<file path="src/rtl/cpu5_ifu_pkg.sv">
// Shared CPU5 defines plus the small set of constants/helpers used by the fetch unit.
// Pure declarations: no logic, no latency, no flow control.
`ifndef CPU5_DEFINES
`define CPU5_DEFINES
`define CPU5_XLEN 32
`define CPU5_INSTR_BYTES 4
`endif

package cpu5_ifu_pkg;

    localparam int unsigned INSTR_BYTES = `CPU5_INSTR_BYTES;

    // Counters sized to hold the full range 0..depth inclusive.
    function automatic int fq_cnt_w(input int depth);
        return $clog2(depth) + 1;
    endfunction

endpackage

</file>
<file path="src/rtl/cpu5_fifo.sv">
// Generic synchronous FIFO with flush; head is a registered entry (no bypass).
// Latency: push visible at head the cycle after. Backpressure: push ignored when full unless popping.
module cpu5_fifo #(
    parameter int               WIDTH   = 64,
    parameter int               DEPTH   = 2,
    parameter logic [WIDTH-1:0] RST_VAL = '0
) (
    input  logic                     clk,
    input  logic                     reset,
    input  logic                     push,
    input  logic [WIDTH-1:0]         push_data,
    input  logic                     pop,
    input  logic                     flush,
    output logic [WIDTH-1:0]         head_data,
    output logic                     full,
    output logic                     empty,
    output logic [$clog2(DEPTH):0]   count
);

    localparam int AW = $clog2(DEPTH);

    logic [WIDTH-1:0] mem [DEPTH];
    logic [AW-1:0]    wptr;
    logic [AW-1:0]    rptr;
    logic [AW:0]      cnt;
    logic             do_push;
    logic             do_pop;

    assign empty     = (cnt == '0);
    assign full      = (cnt == (AW+1)'(DEPTH));
    assign count     = cnt;
    assign head_data = mem[rptr];

    // A simultaneous pop frees the slot, so a full queue can still accept.
    assign do_pop  = pop & ~empty;
    assign do_push = push & (~full | do_pop);

    always_ff @(posedge clk or negedge reset) begin
        if (!reset) begin
            for (int i = 0; i < DEPTH; i++) begin
                mem[i] <= RST_VAL;
            end
            wptr <= '0;
            rptr <= '0;
            cnt  <= '0;
        end else if (flush) begin
            wptr <= '0;
            rptr <= '0;
            cnt  <= '0;
        end else begin
            if (do_push) begin
                mem[wptr] <= push_data;
                wptr      <= wptr + 1'b1;
            end
            if (do_pop) begin
                rptr <= rptr + 1'b1;
            end
            case ({do_push, do_pop})
                2'b10:   cnt <= cnt + 1'b1;
                2'b01:   cnt <= cnt - 1'b1;
                default: cnt <= cnt;
            endcase
        end
    end

endmodule

</file>
<file path="src/rtl/cpu5_prims.sv">
// cpu5_dff: enable flop with async active-low reset. Latency 1 cycle.
// cpu5_add: wrapping combinational adder. Latency 0. Neither has flow control.
module cpu5_dff #(
    parameter int               WIDTH   = 32,
    parameter logic [WIDTH-1:0] RST_VAL = '0
) (
    input  logic             clk,
    input  logic             reset,
    input  logic             en,
    input  logic [WIDTH-1:0] d,
    output logic [WIDTH-1:0] q
);

    always_ff @(posedge clk or negedge reset) begin
        if (!reset) begin
            q <= RST_VAL;
        end else if (en) begin
            q <= d;
        end
    end

endmodule

module cpu5_add #(
    parameter int WIDTH = 32
) (
    input  logic [WIDTH-1:0] a,
    input  logic [WIDTH-1:0] b,
    output logic [WIDTH-1:0] sum
);

    assign sum = a + b;

endmodule

</file>
<file path="src/rtl/cpu5_ifu.sv">
// Instruction fetch unit: credit-limited fetch requests, in-order responses into a fetch queue.
// Latency: response in cycle N is presented to decode in N+1. Backpressure: decode stall holds the
// queue head; requests stop once outstanding + queued reaches FQ_DEPTH.
`ifndef CPU5_DEFINES
`define CPU5_DEFINES
`define CPU5_XLEN 32
`define CPU5_INSTR_BYTES 4
`endif

module cpu5_ifu import cpu5_ifu_pkg::*; #(
    parameter int              XLEN     = `CPU5_XLEN,
    parameter logic [XLEN-1:0] RESET_PC = '0,
    parameter int              FQ_DEPTH = 2
) (
    input  logic            clk,
    input  logic            reset,
    output logic            imem_req_valid,
    input  logic            imem_req_ready,
    output logic [XLEN-1:0] imem_req_addr,
    input  logic            imem_rsp_valid,
    input  logic [XLEN-1:0] imem_rsp_data,
    input  logic            redirect_valid,
    input  logic [XLEN-1:0] redirect_pc,
    output logic            dec_valid,
    input  logic            dec_ready,
    output logic [XLEN-1:0] dec_instr,
    output logic [XLEN-1:0] dec_pc
);

    localparam int              CW         = fq_cnt_w(FQ_DEPTH);
    localparam logic [CW:0]     CREDIT_LIM = (CW+1)'(FQ_DEPTH);
    localparam logic [XLEN-1:0] PC_STEP    = XLEN'(INSTR_BYTES);
    localparam logic [XLEN-1:0] ALIGN_MASK = ~(XLEN'(INSTR_BYTES - 1));

    logic [XLEN-1:0]   fetch_pc;
    logic [XLEN-1:0]   fetch_pc_inc;
    logic [XLEN-1:0]   fetch_pc_d;
    logic [XLEN-1:0]   rsp_pc;
    logic [XLEN-1:0]   rsp_pc_inc;
    logic [XLEN-1:0]   rsp_pc_d;
    logic [XLEN-1:0]   redirect_aligned;
    logic [CW-1:0]     outstanding;
    logic [CW-1:0]     outstanding_nxt;
    logic [CW-1:0]     drop_cnt;
    logic [CW-1:0]     drop_cnt_nxt;
    logic [CW-1:0]     fq_count;
    logic [CW:0]       credits_used;
    logic              req_hs;
    logic              rsp_drop;
    logic              fq_push;
    logic              fq_pop;
    logic              fq_empty;
    logic              unused_fq_full;
    logic [2*XLEN-1:0] fq_head;

    assign redirect_aligned = redirect_pc & ALIGN_MASK;

    // Every outstanding request already owns a queue slot, so a response never finds the queue full.
    assign credits_used   = {1'b0, outstanding} + {1'b0, fq_count};
    assign imem_req_valid = reset && !redirect_valid && (credits_used < CREDIT_LIM);
    assign imem_req_addr  = fetch_pc;
    assign req_hs         = imem_req_valid & imem_req_ready;

    assign rsp_drop = redirect_valid | (drop_cnt != '0);
    assign fq_push  = imem_rsp_valid & ~rsp_drop;
    assign fq_pop   = dec_valid & dec_ready & ~redirect_valid;

    always_comb begin
        outstanding_nxt = outstanding;
        case ({req_hs, imem_rsp_valid})
            2'b10:   outstanding_nxt = outstanding + 1'b1;
            2'b01:   outstanding_nxt = outstanding - 1'b1;
            default: outstanding_nxt = outstanding;
        endcase

        // On redirect everything still in flight after this cycle is stale.
        drop_cnt_nxt = drop_cnt;
        if (redirect_valid) begin
            drop_cnt_nxt = outstanding_nxt;
        end else if (imem_rsp_valid && (drop_cnt != '0)) begin
            drop_cnt_nxt = drop_cnt - 1'b1;
        end
    end

    assign fetch_pc_d = redirect_valid ? redirect_aligned : fetch_pc_inc;
    assign rsp_pc_d   = redirect_valid ? redirect_aligned : rsp_pc_inc;

    cpu5_add #(.WIDTH(XLEN)) u_fetch_inc (
        .a   (fetch_pc),
        .b   (PC_STEP),
        .sum (fetch_pc_inc)
    );

    cpu5_add #(.WIDTH(XLEN)) u_rsp_inc (
        .a   (rsp_pc),
        .b   (PC_STEP),
        .sum (rsp_pc_inc)
    );

    cpu5_dff #(.WIDTH(XLEN), .RST_VAL(RESET_PC)) u_fetch_pc (
        .clk   (clk),
        .reset (reset),
        .en    (redirect_valid | req_hs),
        .d     (fetch_pc_d),
        .q     (fetch_pc)
    );

    cpu5_dff #(.WIDTH(XLEN), .RST_VAL(RESET_PC)) u_rsp_pc (
        .clk   (clk),
        .reset (reset),
        .en    (redirect_valid | fq_push),
        .d     (rsp_pc_d),
        .q     (rsp_pc)
    );

    cpu5_dff #(.WIDTH(CW), .RST_VAL('0)) u_outstanding (
        .clk   (clk),
        .reset (reset),
        .en    (1'b1),
        .d     (outstanding_nxt),
        .q     (outstanding)
    );

    cpu5_dff #(.WIDTH(CW), .RST_VAL('0)) u_drop_cnt (
        .clk   (clk),
        .reset (reset),
        .en    (1'b1),
        .d     (drop_cnt_nxt),
        .q     (drop_cnt)
    );

    cpu5_fifo #(
        .WIDTH   (2*XLEN),
        .DEPTH   (FQ_DEPTH),
        .RST_VAL ({RESET_PC, {XLEN{1'b0}}})
    ) u_fq (
        .clk       (clk),
        .reset     (reset),
        .push      (fq_push),
        .push_data ({rsp_pc, imem_rsp_data}),
        .pop       (fq_pop),
        .flush     (redirect_valid),
        .head_data (fq_head),
        .full      (unused_fq_full),
        .empty     (fq_empty),
        .count     (fq_count)
    );

    assign dec_valid = ~fq_empty;
    assign dec_pc    = fq_head[2*XLEN-1:XLEN];
    assign dec_instr = fq_head[XLEN-1:0];

endmodule

</file>
<file path="config.mk">
export PLATFORM = sky130hd
export DESIGN_NAME = cpu5_ifu
export DESIGN_NICKNAME = d
export VERILOG_FILES = /design/src/rtl/cpu5_ifu_pkg.sv /design/src/rtl/cpu5_fifo.sv /design/src/rtl/cpu5_prims.sv /design/src/rtl/cpu5_ifu.sv
export SDC_FILE = /design/constraint.sdc
export NUM_CORES = 1
export LEC_CHECK = 0
export ABC_AREA = 1
export BUFFER_PORTS_ARGS = -buffer_cell sky130_fd_sc_hd__buf_2
export CAP_MARGIN = 20
export CORE_AREA = 2 2 175 109
export DETAILED_ROUTE_END_ITERATION = 10
export DIE_AREA = 0 0 177 111
export GPL_TIMING_DRIVEN = 1
export MAX_ROUTING_LAYER = met4
export PLACE_DENSITY = 0.79
export SLEW_MARGIN = 20
export SYNTH_ARGS = -nofsm -noshare
export SYNTH_HDL_FRONTEND = slang
export SYNTH_SLANG_ARGS = --single-unit
</file>
<file path="constraint.sdc">
create_clock -name clk -period 2.6 [get_ports clk]
set_input_delay 0.39 -clock clk [delete_from_list [all_inputs] [get_ports clk]]
set_output_delay 0.39 -clock clk [all_outputs]
set_load 0.005 [all_outputs]
</file>
==> key figures <==
Status
  – Status: completed

Worst setup path
  – Crit. End Element: flip-flop
  – R2R setup slack: approximately 0.29 ns
  – Arr. time, crit path: 2.65 ns
  – Worst Path Max Fanout: 19
  – Critical path class: flip-flop to flip-flop
  – Req. time, crit path: between 2 and 3 ns
  – CP startpoint kind: flip-flop

Synth
  – Async SR Flop Fraction: 100%
  – Netlist Area Pre-Place: 10,100 sq um
  – Synth Warn #: 0
  – Synth area leader: dfrtp_1
  – Most area-consuming cells after synthesis: dfrtp_1, nand2_1, o21ai_1
  – Main synth FF type: dfrtp_1
  – Post-synth EDFFs: 0
  – Mean area per synthesized cell: around 7.3 sq um
  – Synth cell types: 41
  – Count leader, synth: nand2_1
  – #FFs+latches synth: between 150 and 200
  – Register area share after synthesis: 47.5%
  – Post-Syn Instances: around 1,400
  – Synth cell count leaders: nand2_1, dfrtp_1, inv_1, nor2_1, o21ai_1
  – Yosys top cell area share: between 40% and 50%

Place
  – DPL Wire Length: between 15 and 20 mm
  – Post-DP Area: 11,100 sq um
  – GP Congestion: just over 1
  – Port-buffer cells: about 160

CTS
  – Postcts setup bufs: 0
  – H-tree level count: 4
  – CTS tree: built
  – CTS root buffer: clkbuf_16
  – CTS Hold Bufs: 0
  – Clk pin slew, worst setup/hold paths: around 0.080 ns
  – Clk_lat worst skew: around 0.44 ns
  – Clock tree buffer depth: 2
  – Post_cts resized: 0
  – Inserted Clock Buffers: 17
  – Clock Sink Count: 192

Power and ir drop
  – Maximum vdd drop: around 0.45 mV
  – Power share of the sequential group: 44.1%
  – Sw Pwr: a little over 4 mW
  – Power share of the clock group: between 20 and 25%
  – PwrDens: between 900 and 1000 nW/um^2
  – Switching power share of the total: 37.8%
  – Int Power: approximately 6.7 mW
  – Logic pwr share: a little under a third
  – Leakage: between 6 and 7 nW

GRT
  – Vias in the first global route: between 8,000 and 9,000
  – Total GRT Usage: between 20% and 30%
  – Initial antenna violation count: 0
  – Grt total ovfl: 0
  – Pin count of the biggest net entering global routing: 131
  – Global-route wire length before repair: about 44 mm

STA
  – Final Setup Violations: 0
  – Worst slew margin: between 40% and 50%
  – Slew Viols, Final: 0
  – Fin crit period: between 2 and 2.5 ns
  – Max frequency: about 430 MHz
  – Setup_tns: 0 ns
  – Worst Tran Pin Value: a little over 0.8 ns
  – RSZ-0062 raised after global routing: false
  – Worst Clk Skew: roughly 0.017 ns
  – Tcrit/Tclk final: between 80% and 90%
  – Final Hold Viols: 0

Drt
  – Antenna Nets Post-Route: 0
  – Met1 Wirelength: 12.6 mm
  – Metal3 WL: 2.69 mm
  – Drt wl/cell: around 15 um
  – Total number of vias: 9,342
  – DRC: 0
  – Routed met2 length: about 11 mm
  – Pre-Repair DR Iteration Count: 8
  – Vias per cell: approximately 5.3
  – Max Used Layer: met4
  – Total Routed Length: between 20 and 30 mm
  – Initial drt markers: around 1,100

Floorplanning
  – Core ar.: 18,300 sq um
  – Starting Density: between 50% and 60%
  – Die height: 111 um
  – IO Count: ~170
  – Die Width: around 180 um
  – # rows: 39
  – DIE AREA: approximately 20,000 sq um

Cells and area
  – Layout cells sized above 1: between 15 and 20%
  – Syn-to-layout area delta: 15.7%
  – Nets: 1,592
  – Final Instance Area: 11,700 sq um
  – Antenna Cells: 0
  – Fill count: ~1,600

Hold path
  – Worst hold path type: input pin to async pin

Job
  – Max Cap Viol: 0
==> power groups by stage <==
stage	logic (mW)	clock network, mW	registers [mW]
after CTS	3.42	2.69	4.74
after detailed placement	3.40	0	4.79
after floorplan	2.22	0	4.61
after global placement	3.29	0	4.74
after global routing	3.93	2.84	4.90
final	3.41	2.64	4.76
==> layout make-up <==
cell class	count	area (sq um)	area share, %
flip-flops and latches	192	4810	41.1
multi-input cells	995	4470	38.2
repair buffers	178	1000	8.59
inverters	133	504	4.31
clock buffers	17	425	3.64
well taps	246	308	2.63
clock inverters	15	179	1.53
==> layer usage <==
| metal | GRT usage, % | up-vias |
|---|---|---|
| met5 | - | - |
| met2 | 40.4 | 408 |
| met4 | 5.56 | 0 |
| met3 | 7.24 | 26 |
| li1 | - | 4609 |
| met1 | 42.9 | 4299 |
==> cells in the final DEF, fill, tap and decap left out, types with 5 or more instances in the layout <==
cell type	synthesis	routed
nor2_1	104	104
nor2_2	6	6
o211ai_1	12	12
buf_2	15	160
buf_4	5	12
nand3_1	52	52
inv_1	127	127
nand2_1	557	557
clkbuf_16	0	17
nand4_1	8	8
xor2_1	19	19
nand3_2	5	5
a21oi_1	21	21
o21ai_1	100	100
o21ai_0	60	60
dfrtp_1	192	191
a31oi_1	7	7
buf_12	0	5
==> through the flow <==
step	power [mW]	hold slack, ns	instances	worst slack [ns]	utilization (%)
3_5_place_dp	8.19	0.469	1744	0.291	60.6
5_1_grt	11.7	0.166	1776	0.0415	63.9
2_1_floorplan	6.83	0.0944	1380	0.383	-
4_1_cts	10.9	0.157	1776	0.271	63.9
3_3_place_gp	8.04	0.463	1744	0.338	60.6
6_report	10.8	0.104	1776	0.288	63.9
==> worst max-delay path, cell delays in order (launching register included) <==
cell and delay, ns:
dfrtp_1 0.42, nand2_1 0.08, inv_1 0.05, fa_1 0.45, nor2_2 0.11, nand3_2 0.10
nor2_4 0.11, inv_2 0.04, buf_4 0.16, nand2_4 0.20, inv_2 0.22, a21oi_1 0.18
a21oi_1 0.09
==> final timing paths <==
check                                         from                  to  depth (start not counted)
worst max-delay path            u_outstanding.q[0]    u_fetch_pc.q[29]                         12
min in group clk                 imem_rsp_data[20]        u_fq.mem[20]                          3
worst max register to register  u_outstanding.q[0]    u_fetch_pc.q[29]                         12
worst min-delay path                         reset  u_outstanding.q[0]                          2
max in group asynchronous                    reset        u_fq.mem[56]                          2
worst min register to register         u_fq.mem[1]         u_fq.mem[1]                          2
==> state kept, by name, summed over array words and instances, names as in the netlist <==
| signal | cells |
|---|---|
| u_fq.mem | 124 |
| u_fetch_pc.q | 30 |
| u_rsp_pc.q | 30 |
| u_drop_cnt.q | 2 |
| u_fq.count | 2 |
| u_outstanding.q | 2 |
| u_fq.rptr | 1 |
| u_fq.wptr | 1 |
==> cells by family (layout without fill, tap and decap cells) <==
family	Yosys count	count (layout)	share of synthesized area, %
AOI/OAI and AO/OA	216	216	11.6
xor gates and xnor gates	22	22	1.91
adders and majority gates	5	5	0.693
buffers and inverters	193	343	8.45
DFF	192	192	47.5
other	1	4	0.0371
and+or+nand+nor	748	748	29.8
(Power assumes the default switching activity.)
